[src/rtl/shift_add_mac.sv]
// Sequential shift-add multiply-accumulate: one multiplier bit per clock, truncated product added into Aout.
// Optional macro SHIFT_ADD_MAC_EARLY_EXIT_EN ends the MUL phase once the remaining multiplier bits are zero.
module shift_add_mac #(
    parameter int WIDTH = 8
) (
    input  logic             clk,
    input  logic             Reset_n,
    input  logic [WIDTH-1:0] Ain,
    input  logic [WIDTH-1:0] B,
    input  logic [WIDTH-1:0] C,
    input  logic             Load,
    input  logic             Clear,
    output logic [WIDTH-1:0] Aout,
    output logic             Done,
    output logic             Ovf
);

    localparam int CNT_W = $clog2(WIDTH);

    typedef enum logic [1:0] {
        IDLE = 2'd0,
        MUL  = 2'd1,
        ACC  = 2'd2
    } state_t;

    state_t               state_q;
    logic [2*WIDTH-1:0]   mcand_q;
    logic [2*WIDTH-1:0]   prod_q;
    logic [WIDTH-1:0]     mplier_q;
    logic [CNT_W-1:0]     cnt_q;
    logic [WIDTH-1:0]     base_q;
    logic [WIDTH-1:0]     aout_q;
    logic                 ovf_q;
    logic                 done_q;

    logic [2*WIDTH-1:0]   prod_d;
    logic [WIDTH-1:0]     mplier_d;
    logic [WIDTH:0]       sum_d;
    logic                 mul_last;

    always_comb begin
        mplier_d = mplier_q >> 1;
        prod_d   = mplier_q[0] ? (prod_q + mcand_q) : prod_q;
        sum_d    = {1'b0, base_q} + {1'b0, prod_q[WIDTH-1:0]};
`ifdef SHIFT_ADD_MAC_EARLY_EXIT_EN
        mul_last = (mplier_d == '0) || (cnt_q == CNT_W'(WIDTH - 1));
`else
        mul_last = (cnt_q == CNT_W'(WIDTH - 1));
`endif
    end

    always_ff @(posedge clk) begin
        if (!Reset_n) begin
            state_q  <= IDLE;
            mcand_q  <= '0;
            prod_q   <= '0;
            mplier_q <= '0;
            cnt_q    <= '0;
            base_q   <= '0;
            aout_q   <= '0;
            ovf_q    <= 1'b0;
            done_q   <= 1'b1;
        end else begin
            case (state_q)
                IDLE: begin
                    if (Load) begin
                        mcand_q  <= {{WIDTH{1'b0}}, B};
                        mplier_q <= C;
                        prod_q   <= '0;
                        cnt_q    <= '0;
                        // Load+Clear together starts from the preload value instead of Aout
                        base_q   <= Clear ? Ain : aout_q;
                        done_q   <= 1'b0;
                        state_q  <= MUL;
                    end else if (Clear) begin
                        aout_q <= Ain;
                        ovf_q  <= 1'b0;
                    end
                end
                MUL: begin
                    prod_q   <= prod_d;
                    mcand_q  <= mcand_q << 1;
                    mplier_q <= mplier_d;
                    cnt_q    <= cnt_q + CNT_W'(1);
                    if (mul_last) begin
                        state_q <= ACC;
                    end
                end
                ACC: begin
                    aout_q  <= sum_d[WIDTH-1:0];
                    // Sticky: carry out of the add or any dropped high product bit
                    ovf_q   <= ovf_q | sum_d[WIDTH] | (prod_q[2*WIDTH-1:WIDTH] != '0);
                    done_q  <= 1'b1;
                    state_q <= IDLE;
                end
                default: begin
                    done_q  <= 1'b1;
                    state_q <= IDLE;
                end
            endcase
        end
    end

    assign Aout = aout_q;
    assign Done = done_q;
    assign Ovf  = ovf_q;

endmodule

[config.mk]
export PLATFORM = sky130hd
export DESIGN_NAME = shift_add_mac
export DESIGN_NICKNAME = d
export VERILOG_FILES = /design/src/rtl/shift_add_mac.sv
export SDC_FILE = /design/constraint.sdc
export NUM_CORES = 1
export LEC_CHECK = 0
export ABC_AREA = 1
export CORE_MARGIN = 8
export CORE_UTILIZATION = 69
export CTS_CLUSTER_SIZE = 28
export DETAILED_ROUTE_END_ITERATION = 10
export DONT_BUFFER_PORTS = 1
export PLACE_DENSITY_LB_ADDON = 0.05
export SYNTH_ARGS = -nofsm -noshare
export SYNTH_HDL_FRONTEND = slang
export SYNTH_SLANG_ARGS = --single-unit
export TNS_END_PERCENT = 50
[constraint.sdc]
create_clock -name clk -period 4.3 [get_ports clk]
set_input_delay 1.075 -clock clk [delete_from_list [all_inputs] [get_ports clk]]
set_output_delay 1.075 -clock clk [all_outputs]
set_load 0.02 [all_outputs]
==> results of run 1 <==
sequential cells by signal, summed over array words and instances, names as in the netlist:
name      count
Aout          8
Done          1
Ovf           1
base_q        8
cnt_q         3
mcand_q      16
mplier_q      8
prod_q       16
state_q       2
cells by family (layout without fill, tap and decap cells):
family | Yosys count | after routing | share of synthesized area [%]
AO/OA/AOI/OAI | 109 | 109 | 15.93
XOR/XNOR | 3 | 3 | 0.7001
adder cells (fa/ha/maj) | 27 | 27 | 9.400
buffers and inverters | 84 | 83 | 9.233
flip-flops | 63 | 63 | 33.60
multiplexers | 5 | 5 | 1.333
AND/OR/NAND/NOR | 268 | 268 | 29.80
metrics by stage:
step	hold WS, ns	worst slack (ns)	power (mW)
floorplan	0.4328	2.419	0.7898
global placement	0.4521	2.029	0.8098
detailed placement	0.4607	2.002	0.8153
CTS	0.4738	2.106	1.381
global route	0.4942	1.905	1.433
finish	0.4766	2.108	1.375
tightest hold or removal path, cell delays in order (launching register included):
cell and delay [ns]:
dfxtp_1 0.32, nand2_1 0.06, a21oi_1 0.05
worst max-delay path by stage:
| stage | from | to | slack [ns] | cells past startpoint |
|---|---|---|---|---|
| after CTS | state_q[0] | prod_q[5] | 2.11 | 9 |
| after global routing | state_q[0] | prod_q[14] | 1.91 | 9 |
| after detailed placement | Reset_n | Aout[6] | 2.00 | 3 |
| after global placement | Reset_n | Aout[6] | 2.03 | 3 |
| final | state_q[0] | prod_q[13] | 2.11 | 9 |
| after floorplan | Reset_n | Aout[7] | 2.42 | 4 |
layout make-up:
type,instances,share of cell area [%]
timing repair buffer,1,0.1889
tap,72,2.266
clock buffer,9,3.116
inverter,66,6.295
clock inverter,7,2.424
multi-input combinational,412,53.98
sequential,63,31.73
layer usage:
metal	share of wire (%)	vias to the layer above	GRT usage [%]	wire (um)
met1	44	1590	25.72	3841
met2	49	102	37.12	4299
met4	2.2	0	8.886	193
met5	0	-	0	0
li1	-	1815	-	-
met3	5.4	17	5.653	480
placed cells by master (no fill, tap or decap), drive strengths merged:
cell	count
nor2	32
xnor2	1
mux2i	5
nand4	2
o21a	1
nand2	191
nor4	2
dfxtp	63
nand3	30
nor3	4
o21ai	32
a21oi	49
clkinv	4
bufinv	2
clkbuf	9
nand3b	2
fa	2
buf	1
or2	4
a211oi	6
a31oi	14
o221ai	1
and2	1
a21o	1
o21bai	2
inv	67
o22ai	1
a22oi	1
xor2	2
ha	25
o211ai	1
power breakdown:
| part | leakage (nW) | switching [mW] | internal (mW) |
|---|---|---|---|
| registers | 0.515 | 0.0297 | 0.615 |
| logic | 1.26 | 0.107 | 0.0544 |
| clock network | 0.114 | 0.241 | 0.328 |
==> results by group, run 1 <==
Outcome
  – Status: finished clean

Critical path
  – Data arrival time of the critical path: roughly 2.4 ns
  – Critical path's top delay family: simple AND/OR/NAND/NOR gates
  – R2R depth: 9
  – R2R setup slack: around 2.1 ns
  – CP Buf/Inv Count: 4
  – CP Launch Type: flip-flop
  – Critical path, cell by cell: inv_2, nor2_4, inv_4, nor2_4, inv_2, nand2_4, inv_2, nand2_1, a21oi_1
  – Reg2reg end: prod_q[13]
  – CP Capture Type: flip-flop
  – Cell repeated most along the worst path: inv_2
  – Required time worst endpoint: between 4 and 5 ns
  – WS Path Type: flip-flop to flip-flop
  – Worst-path fanout max: 28
  – Slowest stage delay, CP: ~0.52 ns
  – R2R Path Start: state_q[0]
  – Worst path slowest cell: nor2_4

Drt
  – Via count: 3524
  – DRC viols: 0
  – Starting DRT DRC Count: 226
  – TritonRoute pass-1 iters: 5
  – Antenna Nets Post-Route: 0
  – Routed Wire Length: between 8 and 9 mm
  – Detailed-route vias per instance: approximately 5.6
  – Average wire per standard cell: ~14 um

Finish
  – N_diodes: 0
  – Nets: a little over 600
  – Area of the multi-input gates: 0.002146 mm^2
  – Fillcell total: about 460
  – Post-Route Utilization: 74.00%
  – Register area: 0.001261 mm^2
  – Final non-filler cell total: 630
  – Area growth, synth to finish: 5.900%
  – Share of cells above drive strength 1: approximately 5.9%
  – Final Cell Area: between 0.003 and 0.004 mm^2

Timing
  – Fmax: 456.2 MHz
  – Tightest Pin Transition: approximately 1.1 ns
  – Slew Viols, Final: 0
  – Max_slew headroom: 26.22%
  – Final setup vio count: 0
  – Final hold viol count: 0
  – Setup TNS Final: 0 ns
  – RSZ-0062 raised after global routing: false
  – Tmin final: ~2.2 ns
  – Final Cycle Share: between 50% and 60%
  – Worst Skew: around 0.0064 ns

Synthesis
  – Cell with the most instances after synthesis: nand2_1
  – Synth cell types: 36
  – EDFF count, synth: 0
  – Predominant post-synthesis flop cell: dfxtp_1
  – Synth area leaders: dfxtp_1, nand2_1, ha_1
  – Synth warn: 0
  – Most frequent cells after synthesis: nand2_1, dfxtp_1, inv_1
  – Synth Register Bits: 63
  – Post-synthesis sequential area ratio: about a third
  – Post-Syn Area: between 0.003 and 0.004 mm^2
  – Synth Area per Inst: between 6 and 7 um^2
  – Largest area contributor in the netlist: dfxtp_1
  – Ys async rst share: 0%
  – Top cell type's share of synthesized area: between 30 and 40%
  – Mapped Nets: roughly 610
  – Syn Inst Count: roughly 560

Place
  – Placed Area: around 0.0038 mm^2
  – Placer congestion estimate: about 0.88
  – Dpl cells: 614
  – # port buffers: 0
  – DPL Wire Length: 6.470 mm

Pwr
  – LEAKAGE: about 1.9 nW
  – VDD IR max: about 0.26 mV
  – Pwr dens: 346.0 mW/mm^2

CTS
  – Post-CTS setup buffer count: 0
  – Cts hold-fix bufs: 0
  – Root buf cell: clkbuf_8
  – CTS Sinks: 63
  – CTS max path bufs: 2
  – # H-tree levels: 3
  – CTS tree: built
  – Worst-path clk slew: approximately 0.070 ns
  – Clk Latency, worst-skew pair: between 0.3 and 0.4 ns
  – CTS-repair resized insts: 0
  – CTS Buf Count: 9

Global route
  – Global-route wire length before repair: roughly 15 mm
  – Remaining Overflow, GRT: 0
  – Largest net degree at the start of global routing: 37
  – Vias in the first global route: between 3k and 4k
  – GRT Total Usage: 21.95%
  – Initial antenna violation count: 0

Hold path
  – Hold depth: 2
  – Hold Crit Start: cnt_q[2]
  – Worst Hold Class: flip-flop to flip-flop
  – Hold worst-path end: cnt_q[2]

Floorplan
  – Row count: 27
  – I/O Pins: 38
  – DIE WIDTH: around 90 um
  – Initial Utilization: 69.88%
  – Die area: slightly above 0.008 mm^2
  – Die Height: 89.76 um
  – Core area: about 0.0054 mm^2

Job
  – Max-cap viol count: 0
No activity file was read; power rests on OpenSTA's default activity.
==> run 2: changes to the inputs <==
--- a/config.mk
+++ b/config.mk
@@ -7,7 +7,7 @@
 export LEC_CHECK = 0
 export ABC_AREA = 1
 export CORE_MARGIN = 8
-export CORE_UTILIZATION = 69
+export CORE_UTILIZATION = 64
 export CTS_CLUSTER_SIZE = 28
 export DETAILED_ROUTE_END_ITERATION = 10
 export DONT_BUFFER_PORTS = 1
==> constraint.sdc (replaced) <==
create_clock -name clk -period 2.25 [get_ports clk]
set_input_delay 0.5625 -clock clk [delete_from_list [all_inputs] [get_ports clk]]
set_output_delay 0.5625 -clock clk [all_outputs]
set_load 0.02 [all_outputs]
==> run 2 against run 1 <==
  * Via count down 1.3%
  * Cell count up 0.95%
  * Power up 79%
  * Critical path depth unchanged
  * Sequential share of layout area up 0.10 points
  * Critical path type unchanged
==> results by group, run 2 (synthesized netlist as in run 1, its figures left out) <==
Finish
  – Nets: 612 (+0.66%)
  – Commonest non-fill, non-tap cell in the layout: nand2_1
  – Register area: 0.001261 mm^2 (unchanged)
  – N_diodes: 0 (unchanged)
  – Top Registers: mcand_q: 16 flops, prod_q: 16 flops
  – Area growth, synth to finish: 5.567%
  – Commonest non-fill, non-tap cells in the layout: nand2_1, dfxtp_1, inv_1, a21oi_1, o21ai_0
  – Fillcell total: 523 (+15%)
  – Share of cells above drive strength 1: 6.239% (+0.32 points)
  – Area of the multi-input gates: 0.002146 mm^2 (unchanged)

CTS
  – CTS tree: built
  – CTS Sinks: 63 (unchanged)
  – Root buf cell: clkbuf_8
  – Cts hold-fix bufs: 0 (unchanged)
  – CTS max path bufs: 2 (unchanged)
  – Clk Latency, worst-skew pair: 0.35 ns (about the same)
  – Post-CTS setup buffer count: 0 (unchanged)
  – # H-tree levels: 3 (unchanged)
  – Worst-path clk slew: 0.07 ns (about the same)
  – CTS-repair resized insts: 0 (unchanged)
  – CTS Buf Count: 9 (unchanged)

Timing
  – Final setup vio count: 0 (unchanged)
  – Max_slew headroom: 73.76% (+48 points)
  – RSZ-0062 raised after global routing: false
  – Final hold slack: 0.2841 ns (-0.1925 ns)
  – Worst Skew: 0.01130 ns (+0.004914 ns)
  – Final hold viol count: 0 (unchanged)
  – Slack of the critical path: 0.3516 ns (-1.757 ns)
  – Tightest Pin Transition: 0.3937 ns (-0.7119 ns)
  – Setup TNS Final: 0 ns (unchanged)
  – Final Cycle Share: 84.37% (+33 points)
  – Tmin final: 1.898 ns (-0.2935 ns)
  – Fmax: 526.8 MHz (+15%)
  – Slew Viols, Final: 0 (unchanged)

Critical path
  – CP Capture Type: flip-flop
  – R2R depth: 9 (unchanged)
  – R2R setup slack: 0.35 ns (-1.76 ns)
  – Slowest stage delay, CP: 0.41 ns (-0.11 ns)
  – CP Capture Point: Aout[6]
  – Critical path, cell by cell: ha_1, inv_1, fa_1, o21ai_0, a21oi_1, nor2_1, nor2_1, nand2_1, a21oi_1
  – Worst-path fanout max: 3 (-89%)
  – Worst path slowest cell: fa_1
  – CP startpoint: prod_q[0]
  – WS Path Type: flip-flop to flip-flop
  – Data arrival time of the critical path: 2.12 ns (-0.25 ns)
  – R2R Path Start: prod_q[0]
  – CP Launch Type: flip-flop
  – Reg2reg end: Aout[6]
  – Required time worst endpoint: 2.48 ns (-2.00 ns)

Global route
  – Largest net degree at the start of global routing: 34 (-8.1%)
  – Initial antenna violation count: 0 (unchanged)
  – Global-route wire length before repair: 14.83 mm (-0.74%)
  – Remaining Overflow, GRT: 0 (unchanged)
  – Vias in the first global route: 3226 (-2.2%)
  – GRT Total Usage: 21.58% (-0.37 points)

Floorplan
  – Initial Utilization: 64.94% (-4.9 points)
  – I/O Pins: 38 (unchanged)
  – Row count: 28 (+3.7%)
  – DIE WIDTH: 92.59 um (+3.2%)
  – Die Height: 92.59 um (+3.2%)
  – Core area: 0.005781 mm^2 (+7.6%)
  – Die area: 0.008572 mm^2 (+6.4%)

Pwr
  – Pwr dens: 619.6 mW/mm^2 (+79%)
  – VDD IR max: 0.6781 mV (+160%)
  – LEAKAGE: 1.892 nW (about the same)

Job
  – Max-cap viol count: 0 (unchanged)

Outcome
  – Status: finished clean

Place
  – DPL Wire Length: 6.509 mm (+0.59%)
  – Post-placement setup slack: 0.3850 ns (-1.617 ns)
  – # port buffers: 0 (unchanged)
  – Placer congestion estimate: 0.8836 (+0.50%)

Drt
  – Starting DRT DRC Count: 181 (-20%)
  – Routed Wire Length: 8.896 mm (+0.93%)
  – Average wire per standard cell: 13.99 um (about the same)
  – Antenna Nets Post-Route: 0 (unchanged)
  – Via count: 3479 (-1.3%)
  – Detailed-route vias per instance: 5.470 (-2.2%)
  – DRC viols: 0 (unchanged)
  – TritonRoute pass-1 iters: 5 (unchanged)

Hold path
  – Worst Hold Class: primary input to flip-flop
## run 2: report_power, final
part / switching (mW) / internal (mW) / leakage, nW / total [mW]
Clock: 0.452 / 0.452 / 0.0922 / 0.905
Combinational: 0.207 / 0.110 / 1.29 / 0.317
Sequential: 0.0575 / 1.18 / 0.515 / 1.23
## run 2: metal layers
metal / GRT usage, % / wire length (um) / vias to the layer above
li1: - / - / 1822
met1: 25.68 / 3988 / 1552
met2: 35.34 / 4217 / 85
met3: 5.825 / 483 / 20
met4: 10.20 / 206 / 0
met5: 0 / 0 / -
## run 2: worst max-delay path, delay by kind of cell, from the launching register on
| kind | cells | cell delay [ns] |
|---|---|---|
| AOI/OAI and AO/OA | 3 | 0.50 |
| adders and majority gates | 2 | 0.58 |
| buffers and inverters | 1 | 0.06 |
| DFF | 1 | 0.36 |
| and+or+nand+nor | 3 | 0.26 |
## run 2: worst min path at each step
stage / cells past startpoint / from / endpoint
final: 1 / Reset_n / Done
after global routing: 1 / Reset_n / Done
after CTS: 1 / Reset_n / Done
after detailed placement: 1 / cnt_q[0] / cnt_q[0]
after global placement: 1 / cnt_q[0] / cnt_q[0]
after floorplan: 1 / cnt_q[0] / cnt_q[0]
## run 2: cell type report
type | instances | share of cell area (%)
Multi-Input combinational cell | 412 | 54.15
Tap cell | 75 | 2.368
Sequential cell | 63 | 31.83
Timing Repair Buffer | 5 | 0.9473
Clock inverter | 3 | 0.4736
Clock buffer | 12 | 3.915
Inverter | 66 | 6.315
## run 2: stage by stage
step	std cells	power, mW	util (%)	instance area, um^2
floorplan	559	1.509	-	3754
global placement	621	1.561	65.54	3789
detailed placement	621	1.571	65.54	3789
CTS	636	2.469	68.55	3963
global route	636	2.568	68.55	3963
finish	636	2.455	68.55	3963
